==> src/rtl/register_file_mp.sv <==
// Multi-port register file: NUM_READ registered read ports, NUM_WRITE write ports, optional zero register and write bypass.
// Read data and valid appear one cycle after r_en; the file accepts every request, so there is no backpressure.
module register_file_mp #(
  parameter int REG_COUNT = 8,
  parameter int ADDR_SIZE = $clog2(REG_COUNT),
  parameter int WORD_SIZE = 16,
  parameter int NUM_READ  = 2,
  parameter int NUM_WRITE = 1,
  parameter int ZERO_REG  = 1,
  parameter int BYPASS    = 1
) (
  input  logic                           clk,
  input  logic                           reset,
  input  logic [NUM_READ-1:0]            r_en,
  input  logic [NUM_READ*ADDR_SIZE-1:0]  r_addr,
  output logic [NUM_READ*WORD_SIZE-1:0]  r_data,
  output logic [NUM_READ-1:0]            r_valid,
  input  logic [NUM_WRITE-1:0]           w_en,
  input  logic [NUM_WRITE*ADDR_SIZE-1:0] w_addr,
  input  logic [NUM_WRITE*WORD_SIZE-1:0] w_data,
  output logic                           w_conflict
);

  logic [WORD_SIZE-1:0]          regs_q [REG_COUNT];
  logic [WORD_SIZE-1:0]          regs_d [REG_COUNT];
  logic [NUM_READ*WORD_SIZE-1:0] r_data_q, r_data_d;
  logic [NUM_READ-1:0]           r_valid_q;
  logic                          conflict_q, conflict_d;
  logic                          seen;

  // Ports are scanned in ascending order so the highest-index writer wins.
  // Out-of-range addresses never match a register and are dropped.
  always_comb begin
    regs_d     = regs_q;
    conflict_d = 1'b0;
    seen       = 1'b0;
    for (int r = 0; r < REG_COUNT; r++) begin
      seen = 1'b0;
      for (int q = 0; q < NUM_WRITE; q++) begin
        if (w_en[q] && (w_addr[q*ADDR_SIZE +: ADDR_SIZE] == ADDR_SIZE'(r)) &&
            !(ZERO_REG != 0 && r == 0)) begin
          regs_d[r] = w_data[q*WORD_SIZE +: WORD_SIZE];
          if (seen) conflict_d = 1'b1;
          seen = 1'b1;
        end
      end
    end
  end

  // regs_d already holds the winning write data, so it doubles as the bypass source.
  always_comb begin
    r_data_d = r_data_q;
    for (int p = 0; p < NUM_READ; p++) begin
      if (r_en[p]) begin
        r_data_d[p*WORD_SIZE +: WORD_SIZE] = '0;
        for (int r = 0; r < REG_COUNT; r++) begin
          if ((r_addr[p*ADDR_SIZE +: ADDR_SIZE] == ADDR_SIZE'(r)) &&
              !(ZERO_REG != 0 && r == 0)) begin
            r_data_d[p*WORD_SIZE +: WORD_SIZE] = (BYPASS != 0) ? regs_d[r] : regs_q[r];
          end
        end
      end
    end
  end

  always_ff @(posedge clk) begin
    if (reset) begin
      regs_q     <= '{default: '0};
      r_data_q   <= '0;
      r_valid_q  <= '0;
      conflict_q <= 1'b0;
    end else begin
      regs_q     <= regs_d;
      r_data_q   <= r_data_d;
      r_valid_q  <= r_en;
      conflict_q <= conflict_d;
    end
  end

  assign r_data     = r_data_q;
  assign r_valid    = r_valid_q;
  assign w_conflict = conflict_q;

endmodule
==> config.mk <==
export PLATFORM = sky130hd
export DESIGN_NAME = register_file_mp
export DESIGN_NICKNAME = d
export VERILOG_FILES = /design/src/rtl/register_file_mp.sv
export SDC_FILE = /design/constraint.sdc
export NUM_CORES = 1
export LEC_CHECK = 0
export CAP_MARGIN = 30
export CORE_MARGIN = 5
export CORE_UTILIZATION = 60
export DETAILED_ROUTE_END_ITERATION = 8
export DONT_BUFFER_PORTS = 1
export PLACE_DENSITY = 0.76
export SKIP_LAST_GASP = 1
export SYNTH_ARGS = -nofsm -noshare
export SYNTH_HDL_FRONTEND = slang
export SYNTH_SLANG_ARGS = --single-unit
==> constraint.sdc <==
create_clock -name clk -period 2.3 [get_ports clk]
set_input_delay 0.23 -clock clk [delete_from_list [all_inputs] [get_ports clk]]
set_output_delay 0.23 -clock clk [all_outputs]
set_load 0.01 [all_outputs]
* Word level (Yosys, flattened, before mapping) *
Cells that the tools add are included.

word-level totals
  register bits = 146
  input port bits = 30
  output and inout bits = 35

operators by class
  equal/unequal tests = 21
  muxes and demuxes = 21
  reductions and logical operators = 7

operator list
  operator                                                          count
  16-bit two-way mux                                                21
  3-bit == test (second input constant)                             12
  3-bit by 2-bit == test with 1-bit output (second input constant)  6
  3-bit by 1-bit == test with 1-bit output (second input constant)  3
  1-bit logical AND                                                 7

* Depth between registers and ports, before layout *
Gate-level depths: netlist of the first run.

  word-level depth = 10
  depth in mapped cells = 8

* Least setup slack after synthesis of the first run *
No wires, ideal clock.

  path type = input -> register
  from = input port w_addr[2]
  to = register r_data_q[9] (netlist: r_data[9])
  arrival = 1.620 ns
  required time = 2.163 ns
  path slack = 0.543 ns
  stages on the path = 7
  buffers on the path = 2
  path through = buf_6 -> and4bb_1 -> buf_6 -> mux2_1 -> a222oi_1 -> and3_1 -> a2111oi_2

on the way
  longest elaborated chain between the ends = 10

ends and longest elaborated chain
  element                                   RTL line  text
  from (decl)                               19        input logic [NUM_WRITE*ADDR_SIZE-1:0] w_addr,
  3-bit by 1-bit == test with 1-bit output  40        if (w_en[q] && (w_addr[q*ADDR_SIZE +: ADDR_SIZE] == ADDR_SIZE'(r)) &&
  1-bit logical AND                         40
  16-bit two-way mux                        40
  16-bit two-way mux (6 in a row)           57        if ((r_addr[p*ADDR_SIZE +: ADDR_SIZE] == ADDR_SIZE'(r)) &&
  16-bit two-way mux (*)                    57
  to (signal assigned)                      74        r_data_q <= r_data_d;
  to (decl)                                 26        logic [NUM_READ*WORD_SIZE-1:0] r_data_q, r_data_d;

Every way passes the cells marked *; elsewhere a longest branch is shown, timed or not.
A chain may end at the register's enable or synchronous reset.

* Worst setup path after layout of the first run *
Same ends and word-level chain as after synthesis.

==> results of run 1 <==
## through the flow
step                      power, mW  instance area [µm²]  util [%]  setup WS (ns)  hold WS [ns]
after CTS                      5.86                 7990      70.0          0.294      0.000313
after global routing           6.04                 7990      70.0          0.129       0.00794
after global placement         3.11                 6970      61.0          0.393         0.315
final                          5.86                 7990      70.0          0.250       0.00926
after floorplan                3.09                 6980         -          0.543         0.392
after detailed placement       3.12                 6970      61.0          0.401         0.316
## registers in the layout, indices dropped and copies added (netlist names)
register,flops
r_data,32
r_valid,2
regs_q,112
## path summary, 6_finish.rpt
check	cells past startpoint	slack [ns]	from	to
min	2	0.009	w_data[11]	regs_q[75]
min reg2reg	2	0.52	regs_q[95]	regs_q[95]
max	6	0.25	w_addr[2]	r_data[9]
max reg2reg	5	0.36	regs_q[105]	r_data[9]
## cells by family (layout without fill, tap and decap cells)
family,Yosys count,count (layout),synth area share [%]
AND/OR/NAND/NOR,261,261,16.5
AO/OA/AOI/OAI,159,159,15.7
flip-flops,146,146,41.9
multiplexers,136,136,20.0
buffers and inverters,75,102,5.77
other,1,1,0.0537
XOR/XNOR,1,1,0.125
## area by class of cell
type                    instances  share of cell area (%)
inverters                      10                   0.470
repair buffers                 60                    7.86
clock buffers                  27                    6.17
flip-flops and latches        146                    36.6
multi-input cells             558                    45.7
clock inverters                 5                   0.939
well taps                     143                    2.24
## power groups by stage
stage / registers, mW / clock network, mW / logic [mW]
2_1_floorplan: 2.69 / 0 / 0.398
3_3_place_gp: 2.70 / 0 / 0.404
3_5_place_dp: 2.71 / 0 / 0.416
4_1_cts: 2.65 / 2.70 / 0.506
5_1_grt: 2.66 / 2.83 / 0.557
6_report: 2.65 / 2.69 / 0.522
## Yosys cell counts (3+ instances only)
cell	count
a311oi_1	13
nor2_1	166
o21ai_1	7
buf_6	6
nand2b_1	9
o22a_1	12
a21oi_1	6
buf_1	5
and2_1	4
and3_1	4
o22ai_1	38
a22oi_1	5
a31oi_1	5
buf_2	12
a32oi_1	3
buf_4	6
nor3_1	9
nand2_1	35
clkbuf_1	33
nand3_1	6
mux2_2	5
dfxtp_1	146
o21ai_0	32
nor4_1	5
mux2i_1	127
a221oi_1	7
nor2b_1	7
o211ai_1	17
or3_1	4
inv_1	8
nand4b_1	3
## per-layer routing
| metal | vias to the layer above | part of all wire (%) | global-route usage [%] |
|---|---|---|---|
| li1 | 2826 | - | - |
| met1 | 3029 | 39 | 39.4 |
| met2 | 415 | 47 | 49.5 |
| met3 | 73 | 11 | 8.41 |
| met4 | 0 | 3.3 | 15.9 |
| met5 | - | 0 | 0 |
## what timing repair did
action                                 CTS  global route
hold buffers                            44             0
setup endpoints to repair                0             0
endpoints found under the hold margin  138             0
## cell usage in the layout, fill, tap and decap left out, types with 6 or more instances in the layout
cell type	netlist	layout
a21oi_1	6	6
a221oi_1	7	7
a311oi_1	13	13
buf_4	6	12
clkbuf_1	33	7
clkbuf_16	0	17
dfxtp_1	146	146
dlygate4sd3_1	0	43
inv_1	8	8
mux2i_1	127	127
nand2_1	35	35
nand2b_1	9	9
nand3_1	6	6
nor2_1	166	166
nor2b_1	7	7
nor3_1	9	9
o211ai_1	17	17
o21ai_0	32	32
o21ai_1	7	7
o22a_1	12	12
o22ai_1	38	38
==> flow_summary_export.csv, run 1 <==
group,metric,value,unit
outcome,run_status,"completed",
critical_path,critPathMaxFanout,9,
clocking,numCtsBuffers,17,
grt,grt_usage,31.4,%
grt,grt_pass1_wl,34.5,mm
timing,tightest_slew,0.851,ns
power,clkPwrFrac,45.8,%
synth,ys.flop_type,"dfxtp_1",
placed_design,port_buffers,0,
timing,layout_min_cycle_time,2.05,ns
drt,routedWlPerCell,23.2,µm
synth,synth_cell_types,58,
power,p_per_area,733,nW/µm²
power,cell_internal_pwr,4.49,mW
placed_design,dp_cells,873,
synth,yosysTopAreaCell,"dfxtp_1",
power,p_sw,1.37,mW
run,maxCapViolations,0,
power,ir_drop,0.000839,V
drt,dr.pass1.iters,7,
critical_path,path_buf_inv,1,
timing,slew_violations,0,
timing,tns,0,ns
drt,drtIter0Drc,1027,
timing,fmax,488,MHz
timing,setup_viol,0,
clocking,path_clk_slew,0.06,ns
timing,post-route-period-util,89.2,%
cells_and_area,nets,823,
floorplan,die-area,13900,µm²
cells_and_area,area_delta_synth_final,14.5,%
power,swShare,23.4,%
clocking,cts.root.buffer_cell,"clkbuf_16",
drt,drcViolationCount,0,
power,p_seq_share,45.3,%
clocking,cts_setup_buffers,0,
synth,synth_edf_count,0,
cells_and_area,nFillCells,903,
grt,grt_pass1_vias,6389,
placed_design,hpwl,13.3,mm
critical_path,cp-end-kind,"flop",
grt,grt-ovfl-total,0,
synth,synth_top_cell_area_share,41.9,%
synth,syn_area_per_cell,8.96,µm²
synth,synthArstFlopShare,0,%
synth,synth-seq-cells,146,
synth,ys_warn_count,0,
critical_path,path_cells,"and4bb_1 -> mux2_1 -> a222oi_1 -> and3_1 -> a2111oi_2 -> dlygate4sd3_1",
timing,final.setup_skew,0.00500,ns
cells_and_area,multi_input_area,3660,µm²
clocking,cts_tree,"yes",
power,p_leak,3.35,nW
cells_and_area,antenna-diode-count,0,
clocking,clockBufferDepth,2,
floorplan,io_pins,65,
critical_path,slowest_delay,0.58,ns
clocking,cts_sinks,146,
cells_and_area,regArea,2920,µm²
critical_path,crit_arrival,2.36,ns
critical_path,critPathKind,"in2reg",
drt,wl,22.0,mm
timing,grt_setup_unrepaired,"false",
floorplan,die_x,118,µm
timing,final_hold_viol_count,0,
critical_path,cp.required,2.61,ns
cells_and_area,fin_cells,949,
drt,via_per_inst,6.68,
critical_path,crit_path_start_kind,"input pin",
drt,ant_nets,0,
synth,yosysSeqAreaShare,41.9,%
floorplan,start_util,61.1,%
placed_design,gp_congestion,0.912,
clocking,htreeDepth,4,
timing,slew_headroom,43.1,%
floorplan,core,11400,µm²
drt,vias,6343,
floorplan,rows,39,
clocking,clk_latency,0.43,ns
grt,antenna_found_initial,0,
critical_path,critPathSlowestCell,"dlygate4sd3_1",
cells_and_area,drive_above_1_share,6.58,%
floorplan,die_y,118,µm
synth,syn-num-nets,809,
critical_path,crit_family,"simple AND/OR/NAND/NOR gates",
grt,grt_max_degree,111,
clocking,cts_resized,0,
synth,synth_area_leaders,"dfxtp_1 42%, mux2i_1 18%, nor2_1 8.9%",
power,p_comb_share,8.9,%
synth,synthCells,779,
synth,syn-cell-area,6980,µm²
min_path,hp-class,"in2reg",
(Power assumes the default switching activity.)
==> run 2: changes to the inputs <==
--- a/config.mk
+++ b/config.mk
@@ -6,11 +6,13 @@
 export NUM_CORES = 1
 export LEC_CHECK = 0
 export CAP_MARGIN = 30
+export CELL_PAD_IN_SITES_DETAIL_PLACEMENT = 1
+export CELL_PAD_IN_SITES_GLOBAL_PLACEMENT = 2
 export CORE_MARGIN = 5
-export CORE_UTILIZATION = 60
+export CORE_UTILIZATION = 39
 export DETAILED_ROUTE_END_ITERATION = 8
 export DONT_BUFFER_PORTS = 1
-export PLACE_DENSITY = 0.76
+export PLACE_DENSITY_LB_ADDON = 0.1
 export SKIP_LAST_GASP = 1
 export SYNTH_ARGS = -nofsm -noshare
 export SYNTH_HDL_FRONTEND = slang
==> run 2 against run 1 <==
Sequential power about the same. Non-clock buffer count up 6. First-iteration DRC count down 63%. Maximum frequency up 3.2%. Critical path depth up 1. Cell count up 9.6%. Combinational power up 4.8%. Register-to-register slack better by 0.21 ns.
==> flow_summary_export.csv, run 2 (synthesis gave the netlist of run 1 again) <==
group,metric,value,unit
cells_and_area,drive_above_1_share,7.77,%
grt,grt-ovfl-total,0,
critical_path,cp-end-kind,"flop",
cells_and_area,post-route-cell-area,8180,µm²
critical_path,crit_path_start_kind,"input pin",
critical_path,critPathKind,"in2reg",
drt,routedWlPerCell,24.9,µm
clocking,cts.root.buffer_cell,"clkbuf_16",
power,ir_drop,0.000574,V
grt,grt_pass1_vias,6591,
drt,ant_nets,0,
cells_and_area,top_register,"regs_q",
min_path,hp-class,"in2reg",
timing,fmax,503,MHz
cells_and_area,antenna-diode-count,0,
power,p_leak,3.38,nW
run,maxCapViolations,0,
clocking,cts_resized,0,
clocking,htreeDepth,4,
grt,antenna_found_initial,0,
timing,final.setup_skew,0.0104,ns
critical_path,crit_arrival,2.30,ns
grt,grt_use_met2,43.2,%
clocking,path_clk_slew,0.06,ns
cells_and_area,most-common-layout-cells,"166 x nor2_1, 146 x dfxtp_1, 127 x mux2i_1",
grt,grt_pass1_wl,39.9,mm
placed_design,port_buffers,0,
cells_and_area,area_delta_synth_final,17.2,%
drt,wl,25.9,mm
timing,setup_viol,0,
grt,grt_usage,25.7,%
floorplan,start_util,39.3,%
timing,whs,0.00680,ns
critical_path,cp.required,2.62,ns
grt,met1_usage,33.0,%
cells_and_area,nFillCells,2030,
timing,post-route-period-util,86.4,%
power,finalPower,6.05,mW
drt,dr.pass1.iters,5,
floorplan,core,17800,µm²
drt,via_per_inst,5.93,
floorplan,die_y,144,µm
timing,layout_min_cycle_time,1.99,ns
floorplan,rows,49,
clocking,numCtsBuffers,17,
timing,slew_headroom,39.1,%
drt,drtIter0Drc,380,
timing,tns,0,ns
drt,drcViolationCount,0,
grt,grt_use_met3,6.12,%
floorplan,io_pins,65,
cells_and_area,largest_register_ffs,112,
timing,tightest_slew,0.911,ns
placed_design,place_area,7140,µm²
floorplan,die_x,144,µm
cells_and_area,utilization,46.0,%
critical_path,critPathMaxFanout,9,
cells_and_area,final_common_cell,"nor2_1",
power,p_per_area,740,nW/µm²
grt,grt_max_degree,110,
clocking,cts_sinks,146,
placed_design,hpwl,16.0,mm
clocking,clockBufferDepth,2,
clocking,cts_tree,"yes",
timing,slew_violations,0,
floorplan,die-area,20700,µm²
placed_design,gp_congestion,0.800,
timing,final_hold_viol_count,0,
cells_and_area,nets,829,
grt,busiest_layer,"met2",
clocking,clk_latency,0.43,ns
drt,vias,6166,
outcome,run_status,"completed",
timing,grt_setup_unrepaired,"false",
## run 2: timing repair
item	CTS	global route
endpoints found under the hold margin	136	0
buffers inserted	0	0
hold buffers	43	0
## run 2: report_power, final
group / switching, mW / internal (mW)
clock network: 1.10 / 1.75
logic: 0.331 / 0.216
registers: 0.0502 / 2.60
## run 2: area by class of cell
class | instances | area [µm²] | area share, %
well taps | 229 | 287 | 3.50
multi-input cells | 558 | 3660 | 44.7
clock buffers | 22 | 464 | 5.67
flip-flops and latches | 146 | 2920 | 35.7
clock inverters | 9 | 131 | 1.61
repair buffers | 66 | 683 | 8.35
inverters | 10 | 37.5 | 0.459
## run 2: metrics by stage
step,worst slack (ns),cells
global route,0.196,1040
floorplan,0.543,779
finish,0.314,1040
detailed placement,0.282,966
CTS,0.297,1040
global placement,0.359,966
## run 2: critical path, cell delays in order
cell	delay [ns]
nand4_2	0.36
buf_4	0.37
mux2i_1	0.27
o22ai_1	0.14
nor4_1	0.27
a211oi_1	0.07
dlygate4sd3_1	0.58
## run 2: per-layer routing
metal | vias up | part of all wire [%]
met5 | - | 0
met4 | 0 | 2.0
met3 | 38 | 5.7
met2 | 165 | 48
met1 | 3113 | 44
li1 | 2850 | -
## run 2: final timing paths
check / from / slack (ns) / end / depth (start not counted)
setup reg to reg: regs_q[36] / 0.57 / r_data[4] / 5
hold reg to reg: regs_q[102] / 0.52 / regs_q[102] / 2
hold / removal: w_data[15] / 0.007 / regs_q[31] / 2
setup / recovery: w_addr[2] / 0.31 / r_data[4] / 7
